`src/rtl/pe_pkg.sv`:
```
// Shared types and defaults for the PE copy/merge stages.
package pe_pkg;

    typedef enum logic [1:0] {
        IDLE    = 2'd0,
        OUT_REQ = 2'd1,
        OUT_REL = 2'd2,
        IN_ACK  = 2'd3
    } arb_state_t;

    localparam int unsigned DEF_WIDTH = 8;
    localparam int unsigned DEF_CNT_W = 16;

endpackage

```
`src/rtl/copy_arbiter.sv`:
```
// Two-input round-robin merge onto one 4-phase bundled-data channel.
// The winning packet is latched, the output handshake completes, then the winner is acknowledged.
module copy_arbiter
    import pe_pkg::*;
#(
    parameter int unsigned WIDTH = DEF_WIDTH,
    parameter int unsigned CNT_W = DEF_CNT_W
) (
    input  logic             clk,
    input  logic             rst,
    input  logic             L0_req,
    input  logic [WIDTH-1:0] L0_data,
    output logic             L0_ack,
    input  logic             L1_req,
    input  logic [WIDTH-1:0] L1_data,
    output logic             L1_ack,
    output logic             R_req,
    output logic [WIDTH-1:0] R_data,
    output logic             R_src,
    input  logic             R_ack,
    output logic [CNT_W-1:0] xfer_cnt
);

    arb_state_t       state_q;
    logic             r_req_q;
    logic [WIDTH-1:0] r_data_q;
    logic             r_src_q;
    logic             l0_ack_q;
    logic             l1_ack_q;
    logic [CNT_W-1:0] cnt_q;
    logic             rr_ptr_q;

    logic             grant_any;
    logic             grant_sel_d;
    logic             src_req;
    logic [CNT_W-1:0] cnt_d;
    logic             rr_ptr_d;

    // A lone requester wins outright; rr_ptr only breaks ties.
    always_comb begin
        grant_any   = L0_req | L1_req;
        grant_sel_d = (L0_req & L1_req) ? rr_ptr_q : L1_req;
        src_req     = r_src_q ? L1_req : L0_req;
        cnt_d       = cnt_q + CNT_W'(1);
        rr_ptr_d    = ~r_src_q;
    end

    always_ff @(posedge clk or posedge rst) begin
        if (rst) begin
            state_q  <= IDLE;
            r_req_q  <= 1'b0;
            r_data_q <= '0;
            r_src_q  <= 1'b0;
            l0_ack_q <= 1'b0;
            l1_ack_q <= 1'b0;
            cnt_q    <= '0;
            rr_ptr_q <= 1'b0;
        end else begin
            case (state_q)
                IDLE: begin
                    if (grant_any) begin
                        r_data_q <= grant_sel_d ? L1_data : L0_data;
                        r_src_q  <= grant_sel_d;
                        r_req_q  <= 1'b1;
                        state_q  <= OUT_REQ;
                    end
                end
                OUT_REQ: begin
                    if (R_ack) begin
                        r_req_q <= 1'b0;
                        state_q <= OUT_REL;
                    end
                end
                OUT_REL: begin
                    if (!R_ack) begin
                        l0_ack_q <= ~r_src_q;
                        l1_ack_q <= r_src_q;
                        state_q  <= IN_ACK;
                    end
                end
                IN_ACK: begin
                    // Always pass through IDLE so a fresh req gets a clean arbitration edge.
                    if (!src_req) begin
                        l0_ack_q <= 1'b0;
                        l1_ack_q <= 1'b0;
                        rr_ptr_q <= rr_ptr_d;
                        cnt_q    <= cnt_d;
                        state_q  <= IDLE;
                    end
                end
                default: state_q <= IDLE;
            endcase
        end
    end

    assign R_req    = r_req_q;
    assign R_data   = r_data_q;
    assign R_src    = r_src_q;
    assign L0_ack   = l0_ack_q;
    assign L1_ack   = l1_ack_q;
    assign xfer_cnt = cnt_q;

    // Consumer must not acknowledge while no output request can be outstanding.
    a_no_stray_ack : assert property (@(posedge clk) disable iff (rst)
        !(R_ack && (state_q == IDLE || state_q == IN_ACK)));

endmodule

```
`config.mk`:
```
export PLATFORM = sky130hd
export DESIGN_NAME = copy_arbiter
export DESIGN_NICKNAME = d
export VERILOG_FILES = /design/src/rtl/pe_pkg.sv /design/src/rtl/copy_arbiter.sv
export SDC_FILE = /design/constraint.sdc
export NUM_CORES = 1
export LEC_CHECK = 0
export BUFFER_PORTS_ARGS = -buffer_cell sky130_fd_sc_hd__buf_4
export CORE_MARGIN = 3
export CORE_UTILIZATION = 30
export CTS_BUF_LIST = sky130_fd_sc_hd__clkbuf_4
export DETAILED_ROUTE_END_ITERATION = 8
export PLACE_DENSITY = 0.58
export SLEW_MARGIN = 0
export SYNTH_ARGS = -nofsm -noshare
export SYNTH_HDL_FRONTEND = slang
export SYNTH_SLANG_ARGS = --single-unit
export TNS_END_PERCENT = 10
```
`constraint.sdc`:
```
create_clock -name clk -period 2.2 [get_ports clk]
set_clock_uncertainty 0.2 [all_clocks]
set_input_delay 0.11 -clock clk [delete_from_list [all_inputs] [get_ports clk]]
set_output_delay 0.11 -clock clk [all_outputs]
set_load 0.02 [all_outputs]
```
==> results of run 1 <==
area by class of cell:
class                   instances  area, µm²  share of cell area [%]
clock inverters                 2       7.51                   0.341
repair buffers                 70        578                    26.2
clock buffers                   6       45.0                    2.04
flip-flops and latches         31        776                    35.2
inverters                       8       30.0                    1.36
well taps                      67       83.8                    3.80
multi-input cells              95        683                    31.0
synthesized netlist by cell type:
library cell | n | area, µm²
sky130_fd_sc_hd__nand4_1 | 4 | 25.0
sky130_fd_sc_hd__inv_1 | 8 | 30.0
sky130_fd_sc_hd__buf_4 | 1 | 7.51
sky130_fd_sc_hd__a21oi_1 | 1 | 5.00
sky130_fd_sc_hd__ha_1 | 6 | 75.1
sky130_fd_sc_hd__nand2_1 | 19 | 71.3
sky130_fd_sc_hd__o2bb2ai_1 | 1 | 8.76
sky130_fd_sc_hd__nor2_1 | 6 | 22.5
sky130_fd_sc_hd__dfrtp_1 | 31 | 776
sky130_fd_sc_hd__xor2_2 | 1 | 16.3
sky130_fd_sc_hd__xor2_1 | 1 | 8.76
sky130_fd_sc_hd__nand3_1 | 6 | 30.0
sky130_fd_sc_hd__nor3_1 | 1 | 5.00
sky130_fd_sc_hd__mux2_2 | 4 | 45.0
sky130_fd_sc_hd__nor4_2 | 1 | 12.5
sky130_fd_sc_hd__clkbuf_1 | 1 | 3.75
sky130_fd_sc_hd__o21ai_0 | 12 | 60.1
sky130_fd_sc_hd__o21ai_2 | 1 | 8.76
sky130_fd_sc_hd__and4_4 | 1 | 11.3
sky130_fd_sc_hd__and4_1 | 2 | 17.5
sky130_fd_sc_hd__and3_1 | 1 | 6.26
sky130_fd_sc_hd__mux2i_1 | 10 | 100
sky130_fd_sc_hd__o21ai_1 | 1 | 5.00
sky130_fd_sc_hd__xnor2_1 | 13 | 114
sky130_fd_sc_hd__nor2b_1 | 2 | 12.5
sky130_fd_sc_hd__buf_2 | 1 | 5.00
sky130_fd_sc_hd__a221oi_2 | 1 | 15.0
power by group through the flow:
stage               logic (mW)  clock network (mW)  registers (mW)
finish                    1.03               0.315           0.907
global placement         0.967                   0           0.914
global route              1.14               0.362           0.937
floorplan                0.451                   0            1.07
CTS                       1.04               0.336           0.906
detailed placement       0.990                   0           0.913
per-stage QoR:
stage / power, mW / std cells / utilization, % / area [µm²] / hold slack (ps)
floorplan: 1.52 / 137 / - / 1500 / 13.5
global placement: 1.88 / 250 / 40.4 / 1930 / 30.3
detailed placement: 1.90 / 250 / 40.4 / 1930 / 32.2
CTS: 2.28 / 279 / 45.9 / 2200 / 20.7
global route: 2.44 / 279 / 46.0 / 2200 / 34.8
finish: 2.25 / 279 / 46.0 / 2200 / 37.8
repair_timing:
action / CTS / global route
setup endpoints to repair: 0 / 5
resized for setup: 0 / 1
hold buffers: 21 / 0
endpoints found under the hold margin: 42 / 0
logic make-up (layout without fill, tap and decap cells):
kind of cell,Yosys count,after routing
AOI/OAI and AO/OA,17,17
DFF,31,31
xor gates and xnor gates,15,15
muxes,14,14
buffers and inverters,11,86
and+or+nand+nor,43,43
adders and majority gates,6,6
state kept, by name, indices dropped and copies added (netlist names):
name      cells
xfer_cnt     16
R_data        8
state_q       2
L0_ack        1
L1_ack        1
R_req         1
R_src         1
rr_ptr_q      1
metal layers:
| layer | vias to the layer above | GRT usage, % |
|---|---|---|
| li1 | 613 | - |
| met1 | 582 | 14.4 |
| met2 | 42 | 20.5 |
| met3 | 5 | 5.05 |
| met4 | 0 | 3.80 |
| met5 | - | 0 |
final timing paths:
| kind | end | start | cells past startpoint |
|---|---|---|---|
| setup / recovery | R_data[4] | rr_ptr_q | 4 |
| hold / removal | xfer_cnt[0] | L0_req | 4 |
| setup reg to reg | R_data[4] | rr_ptr_q | 4 |
| hold reg to reg | xfer_cnt[15] | xfer_cnt[15] | 1 |
| max in group asynchronous | R_data[3] | rst | 4 |
| min in group asynchronous | rr_ptr_q | rst | 4 |
worst max-delay path, delay by kind of cell, from the launching register on:
family / cells / cell delay, ps
flip-flops: 1 / 430
AO/OA/AOI/OAI: 2 / 440
multiplexers: 1 / 220
buffers and inverters: 1 / 550
==> impl_metrics.tcl, run 1 <==
set metrics [dict create \
    path_max_fanout 9 \
    globalRouteTotalUtil_pct 12.3 \
    core-area_mm2 0.00479 \
    synth_top_family_by_area "simple AND/OR/NAND/NOR gates" \
    routed-via-count 1242 \
    synth_compound_gate_area_share_pct 6.85 \
    seqPwrFrac_pct 40.4 \
    cts_max_level 2 \
    comb_power_share_pct 45.6 \
    i_o_pin_count 49 \
    clockPowerShare_pct 14.0 \
    wl_met3_um 246 \
    place.port_buffers 48 \
    die_height_um 76.7 \
    crit_path_cell_trace "o21ai_4 -> mux2i_1 -> dlygate4sd3_1 -> o21ai_0" \
    power_density_mw_per_mm2 1020 \
    die_w_um 76.7 \
    slew_headroom_pct 36.4 \
    switching_share_pct 39.2 \
    layout_common_cells "sky130_fd_sc_hd__buf_4 (49), sky130_fd_sc_hd__dfrtp_1 (31), sky130_fd_sc_hd__dlygate4sd3_1 (21)" \
    final.period_utilization_pct 92.0 \
    route.detailed.drc 0 \
    finalCriticalPeriod_ps 2020 \
    setup_viol 0 \
    total_leakage_power_nw 1.05 \
    drt-wirelength-per-cell_um 11.8 \
    final_max_slew_viol_count 0 \
    die_area_mm2 0.00588 \
    critPathRequiredTime_ps 2160 \
    syn-instance-count 137 \
    metal_1_wl_um 1520 \
    hold_viol_final 0 \
    yosysWarnings 0 \
    cts_post_setup_buffers_inserted 0 \
    setup_ws_post_layout_ps 176 \
    mappedNetlistArea_mm2 0.00150 \
    fillCellCount 456 \
    drt.antenna.violating_nets 0 \
    fmaxAchievable_mhz 494 \
    synth-adder-area-share_pct 5.01 \
    dpl.hpwl_um 2330 \
    post_synthesis_xor_xnor_area_fraction_pct 9.27 \
    first_pass_iters 4 \
    finalWeightedCongestion 0.724 \
    layout.cells.most_common "sky130_fd_sc_hd__buf_4" \
    clkTransAtPathRegs_ps 100 \
    p_sw_uw 881 \
    route.detailed.vias_per_inst 4.45 \
    grt_overflow_total 0 \
    drtIter0Drc 21 \
    numClockSinks 31 \
    postSynthAreaPerCell_um2 10.9 \
    synthSimpleGateAreaFrac_pct 14.3 \
    data_arrival_time_of_the_critical_path_ps 1980 \
    areaGrowthSynthToFinish_pct 47.1 \
    startpoint_type "register" \
    routed-wl-met2_um 1500 \
    cts_root_buf "sky130_fd_sc_hd__clkbuf_4" \
    final_layout_size_suffix_gt1_share_pct 30.2 \
    setup.reg_to_reg.worst_slack_ps 180 \
    postSynthNetCount 164 \
    maxUsedRoutingLayer "met4" \
    timing.setup.critical_path_class "register to register" \
    setup_repair_after_global_routing_missed_its_margin "no" \
    num-nets-final 238 \
    power.internal_mw 1.37 \
    first_global_vias 1276 \
    worstSkewPairLatency_ps 320 \
    worst_setup_path_end_kind "register" \
    initial_core_utilization_pct 31.3 \
    grt_first_pass_wirelength_um 5750 \
    power.ir.vdd_worst_v 0.000431 \
    timing.hold.worst.class "primary input to register" \
    worst-slew-pin-transition_ps 948 \
    cts_tree "done" \
    insertedDiodeCount 0 \
    rows 25 \
    grt_max_degree 32 \
    maxCapViolations 0 \
    critPathSlowestCell "sky130_fd_sc_hd__dlygate4sd3_1" \
    synth.area.mux_share_pct 9.69 \
    setup_tns_ps 0 \
    drt-total-wl_um 3290 \
    max-clock-path-buffers 2 \
    synth_cell_type_count 27 \
    synth-seq-cells 31 \
    ys_seq_area_share_pct 51.8 \
    clock_buffer_count_from_cts 5 \
    timing.critical_path.slowest_cell_delay_ps 550 \
    status "complete, no violations" \
    dp_worst_setup_slack_ps 252 \
    grt_antenna_before_repair 0 \
]
(Power assumes the default switching activity.)
==> inputs of run 2 (changes only) <==
- CORE_MARGIN: 3 -> 2
- RECOVER_POWER: default -> 100
- REMOVE_ABC_BUFFERS: default -> 1
==> impl_metrics.tcl, run 2 (synthesized netlist as in run 1, its figures left out) <==
set metrics [dict create \
    status "complete, no violations" \
    hold_viol_final 0 \
    place.port_buffers 48 \
    die_w_um 74.7 \
    initial_core_utilization_pct 31.5 \
    startpoint_type "primary input" \
    final.period_utilization_pct 94.1 \
    route.detailed.vias_per_inst 4.40 \
    flip_flop_count_of_the_largest_register_all_copies_and_words_added 16 \
    power.ir.vdd_worst_v 0.000508 \
    cts_tree "done" \
    drt-wirelength-per-cell_um 11.9 \
    numClockSinks 31 \
    worstReg2RegStart "rr_ptr_q" \
    globalRouteTotalUtil_pct 13.5 \
    total_leakage_power_nw 0.947 \
    cts_max_level 2 \
    die_area_mm2 0.00557 \
    cells_on_worst_hold_path 1 \
    drtIter0Drc 33 \
    numPlacedInstances 252 \
    rows 25 \
    critPathRequiredTime_ps 2200 \
    slew_headroom_pct 49.3 \
    timing.hold.worst.class "register to register" \
    clkTransAtPathRegs_ps 90 \
    power_density_mw_per_mm2 1010 \
    first_pass_iters 4 \
    first_global_vias 1271 \
    critical_path.reg2reg.endpoint "R_data[1]" \
    insertedDiodeCount 0 \
    core-area_mm2 0.00475 \
    routed-via-count 1237 \
    areaGrowthSynthToFinish_pct 40.7 \
    worst-r2r-cell-count 5 \
    setup.reg_to_reg.worst_slack_ps 170 \
    final_max_slew_viol_count 0 \
    final_layout_size_suffix_gt1_share_pct 17.3 \
    i_o_pin_count 49 \
    die_height_um 74.7 \
    min_delay_worst_endpoint "xfer_cnt[15]" \
    setup_tns_ps 0 \
    fmaxAchievable_mhz 483 \
    layout_common_cells "sky130_fd_sc_hd__dfrtp_1 (31), sky130_fd_sc_hd__clkbuf_1 (28), sky130_fd_sc_hd__dlygate4sd3_1 (22)" \
    grt_first_pass_wirelength_um 5580 \
    min-delay-start "xfer_cnt[15]" \
    grt_max_degree 32 \
    setup_viol 0 \
    maxCapViolations 0 \
    timing.setup.critical_path_class "primary input to register" \
    worst_setup_path_end_kind "register" \
    grt_antenna_before_repair 0 \
    data_arrival_time_of_the_critical_path_ps 2070 \
    layout.cells.non_filler 281 \
    max-clock-path-buffers 2 \
    layout.cells.most_common "sky130_fd_sc_hd__dfrtp_1" \
    path_max_fanout 6 \
    dpl.hpwl_um 2330 \
    num-nets-final 241 \
    drt.antenna.violating_nets 0 \
    cts_root_buf "sky130_fd_sc_hd__clkbuf_4" \
    setup_repair_after_global_routing_missed_its_margin "no" \
    grt_overflow_total 0 \
    finalCriticalPeriod_ps 2070 \
    worst-slew-pin-transition_ps 761 \
    drt-total-wl_um 3340 \
    finalWeightedCongestion 0.852 \
    worstSkewPairLatency_ps 320 \
    route.detailed.drc 0 \
    clock_buffer_count_from_cts 5 \
]
[run 2: final cells by class]
class                   count  area (µm²)
fillers                   522        2650
flip-flops and latches     31         776
multi-input cells          95         676
repair buffers             73         495
well taps                  67        83.8
clock buffers               5        37.5
inverters                   8        30.0
clock inverters             2        8.76
[run 2: how the worst max path moves through the flow]
stage	from	to	cells past startpoint
after floorplan	R_src	state_q[1]	4
after global placement	state_q[0]	state_q[1]	5
after detailed placement	R_src	state_q[1]	4
after CTS	L0_req	R_data[5]	8
after global routing	L0_req	R_data[0]	8
final	L0_req	R_data[1]	8
[run 2: per-layer routing]
layer / GRT usage, % / routed length, µm / up-vias
met5: 0 / 0 / -
met4: 4.17 / 36 / 0
met3: 5.49 / 252 / 4
met2: 22.8 / 1590 / 46
met1: 15.7 / 1470 / 568
li1: - / - / 619
[run 2: power by group]
part	leakage, nW	internal, mW	switching, mW	total (mW)
registers	0.395	0.748	0.150	0.898
clock network	0.0285	0.113	0.186	0.300
logic	0.523	0.382	0.544	0.926
total	0.947	1.24	0.881	2.12
[run 2: critical path, stage by stage]
cell,delay (ps)
sky130_fd_sc_hd__dlygate4sd3_1,520
sky130_fd_sc_hd__buf_4,120
sky130_fd_sc_hd__inv_1,70
sky130_fd_sc_hd__o21ai_4,200
sky130_fd_sc_hd__buf_4,210
sky130_fd_sc_hd__mux2i_1,200
sky130_fd_sc_hd__dlygate4sd3_1,560
sky130_fd_sc_hd__o21ai_0,70
[run 2: metrics by stage]
stage / power (mW) / hold WS, ps / cell area, µm² / util, % / setup slack (ps)
after detailed placement: 1.92 / 27.6 / 1950 / 41.0 / 332
after floorplan: 1.51 / 13.5 / 1480 / - / 359
after CTS: 2.29 / 215 / 2210 / 46.6 / 116
final: 2.12 / 270 / 2110 / 44.3 / 129
after global routing: 2.30 / 302 / 2110 / 44.3 / 57.8
after global placement: 1.91 / 25.2 / 1950 / 41.0 / 366
[run 2: repair_timing]
item	CTS	global route
resized for setup	0	1
setup buffers	0	0
hold endpoints to repair	43	0
hold buffers	22	0
endpoints found under the setup margin	0	3
==> inputs of run 3 (changes only) <==
- clock period: 2.2 -> 2.6 ns (I/O delays scaled with it)
==> impl_metrics.tcl, run 3 (synthesized netlist as in run 1, its figures left out) <==
set metrics [dict create \
    seq_area_um2 776 \
    core-area_mm2 0.00475 \
    cts_root_buf "sky130_fd_sc_hd__clkbuf_4" \
    timing.setup.critical_path_class "register to register" \
    cts_tree "done" \
    worst_setup_path_end_kind "register" \
    routed-via-count 1245 \
    route.detailed.vias_per_inst 4.46 \
    finalCriticalPeriod_ps 2190 \
    status "complete, no violations" \
    globalRouteTotalUtil_pct 13.2 \
    critical_path_cell_count 4 \
    worst-r2r-cell-count 4 \
    route.detailed.drc 0 \
    multi_input_area_um2 667 \
    timing.critical_path.slowest_cell_delay_ps 560 \
    areaGrowthSynthToFinish_pct 38.8 \
    met2_use_gr_pct 21.5 \
    power.ir.vdd_worst_v 0.000333 \
    initial_core_utilization_pct 31.5 \
    startpoint_type "register" \
    clkTransAtPathRegs_ps 100 \
    rows 25 \
    grt_util_met3_pct 4.69 \
    grt_first_pass_wirelength_um 5430 \
    path_max_fanout 9 \
    grt_overflow_total 0 \
    place.port_buffers 48 \
    final_max_slew_viol_count 0 \
    drtIter0Drc 69 \
    setup_tns_ps 0 \
    die_height_um 74.7 \
    drt-total-wl_um 3350 \
    drt-wirelength-per-cell_um 12.0 \
    fmaxAchievable_mhz 457 \
    maxCapViolations 0 \
    die_area_mm2 0.00557 \
    cts_post_setup_buffers_inserted 0 \
    finalWeightedCongestion 0.740 \
    cts_max_level 2 \
    layout.core_utilization_pct 43.7 \
    crit_path_cell_trace "o21ai_2 -> mux2i_1 -> dlygate4sd3_1 -> o21ai_0" \
    setup.reg_to_reg.worst_slack_ps 410 \
    critical_path.reg2reg.endpoint "R_data[1]" \
    setup_viol 0 \
    setup_repair_after_global_routing_missed_its_margin "no" \
    die_w_um 74.7 \
    numClockSinks 31 \
    drt.antenna.violating_nets 0 \
    final.period_utilization_pct 84.2 \
    num-nets-final 238 \
    data_arrival_time_of_the_critical_path_ps 2160 \
    worstSkewPairLatency_ps 330 \
    cts_repair_resize_count 0 \
    fillCellCount 511 \
    slew_headroom_pct 34.9 \
    hold_viol_final 0 \
    grt_antenna_before_repair 0 \
    worst-slew-pin-transition_ps 970 \
    first_pass_iters 4 \
    worstReg2RegStart "rr_ptr_q" \
    final_layout_size_suffix_gt1_share_pct 16.0 \
    groute.layer.met1.usage_pct 15.8 \
    globalRoute.busiestLayer "met2" \
    insertedDiodeCount 0 \
    clock_buffer_count_from_cts 5 \
    hold_buffer_count_at_cts 21 \
    worst_setup_path_startpoint "rr_ptr_q" \
    flip_flop_count_of_the_largest_register_all_copies_and_words_added 16 \
    max-clock-path-buffers 2 \
    layout.cells.most_common "sky130_fd_sc_hd__dfrtp_1" \
    timing.hold.worst.class "primary input to register" \
    critPathSlowestCell "sky130_fd_sc_hd__dlygate4sd3_1" \
    grt_max_degree 32 \
    critical-path-top-delay-family "compound AO/OA/AOI/OAI gates" \
    i_o_pin_count 49 \
    critPathRequiredTime_ps 2570 \
    dpl.hpwl_um 2260 \
    first_global_vias 1216 \
    worstPathBufferInverterCount 1 \
    layout_common_cells "sky130_fd_sc_hd__dfrtp_1 (31), sky130_fd_sc_hd__clkbuf_1 (28), sky130_fd_sc_hd__dlygate4sd3_1 (21)" \
    total_leakage_power_nw 0.935 \
    worstSetupEndpoint "R_data[1]" \
    power_density_mw_per_mm2 862 \
]
==> run 3: how the worst min path moves through the flow <==
stage / cells after the start / slack [ps] / from / to
5_1_grt: 4 / 50 / L0_req / xfer_cnt[0]
4_1_cts: 4 / 30 / L0_req / xfer_cnt[0]
2_1_floorplan: 1 / 30 / rst / L0_ack
3_3_place_gp: 3 / 50 / rst / R_data[2]
6_report: 4 / 50 / L0_req / xfer_cnt[0]
3_5_place_dp: 3 / 50 / rst / xfer_cnt[8]
==> run 3: power by group <==
part / switching, mW / internal (mW) / total (mW)
logic: 0.449 / 0.309 / 0.758
registers: 0.127 / 0.633 / 0.760
clock network: 0.164 / 0.110 / 0.275
==> run 3: per-layer routing <==
metal  part of all wire (%)  up-vias
met5                      0        -
li1                       -      614
met3                    6.5        7
met4                    1.8        0
met2                     47       39
met1                     45      585
==> run 3: final cells by class <==
class / count / area share, %
clock inverter: 2 / 0.361
timing repair buffer: 70 / 22.6
multi-input combinational: 95 / 32.1
clock buffer: 6 / 2.17
tap: 67 / 4.03
inverter: 8 / 1.44
sequential: 31 / 37.3
==> run 3: tightest hold or removal path, cell delays in order <==
cell and delay [ps]:
sky130_fd_sc_hd__buf_4 100, sky130_fd_sc_hd__mux2i_1 120, sky130_fd_sc_hd__nand2_1 130, sky130_fd_sc_hd__xnor2_1 70
==> run 3: stage by stage <==
step	total power, mW	instances	setup slack, ps	instance area, µm²	hold slack, ps
final	1.79	279	412	2080	47.4
after detailed placement	1.61	250	672	1930	52.0
after floorplan	1.28	134	759	1480	33.5
after global routing	1.94	279	285	2080	46.7
after global placement	1.60	250	677	1930	48.3
after CTS	1.93	279	386	2200	26.1
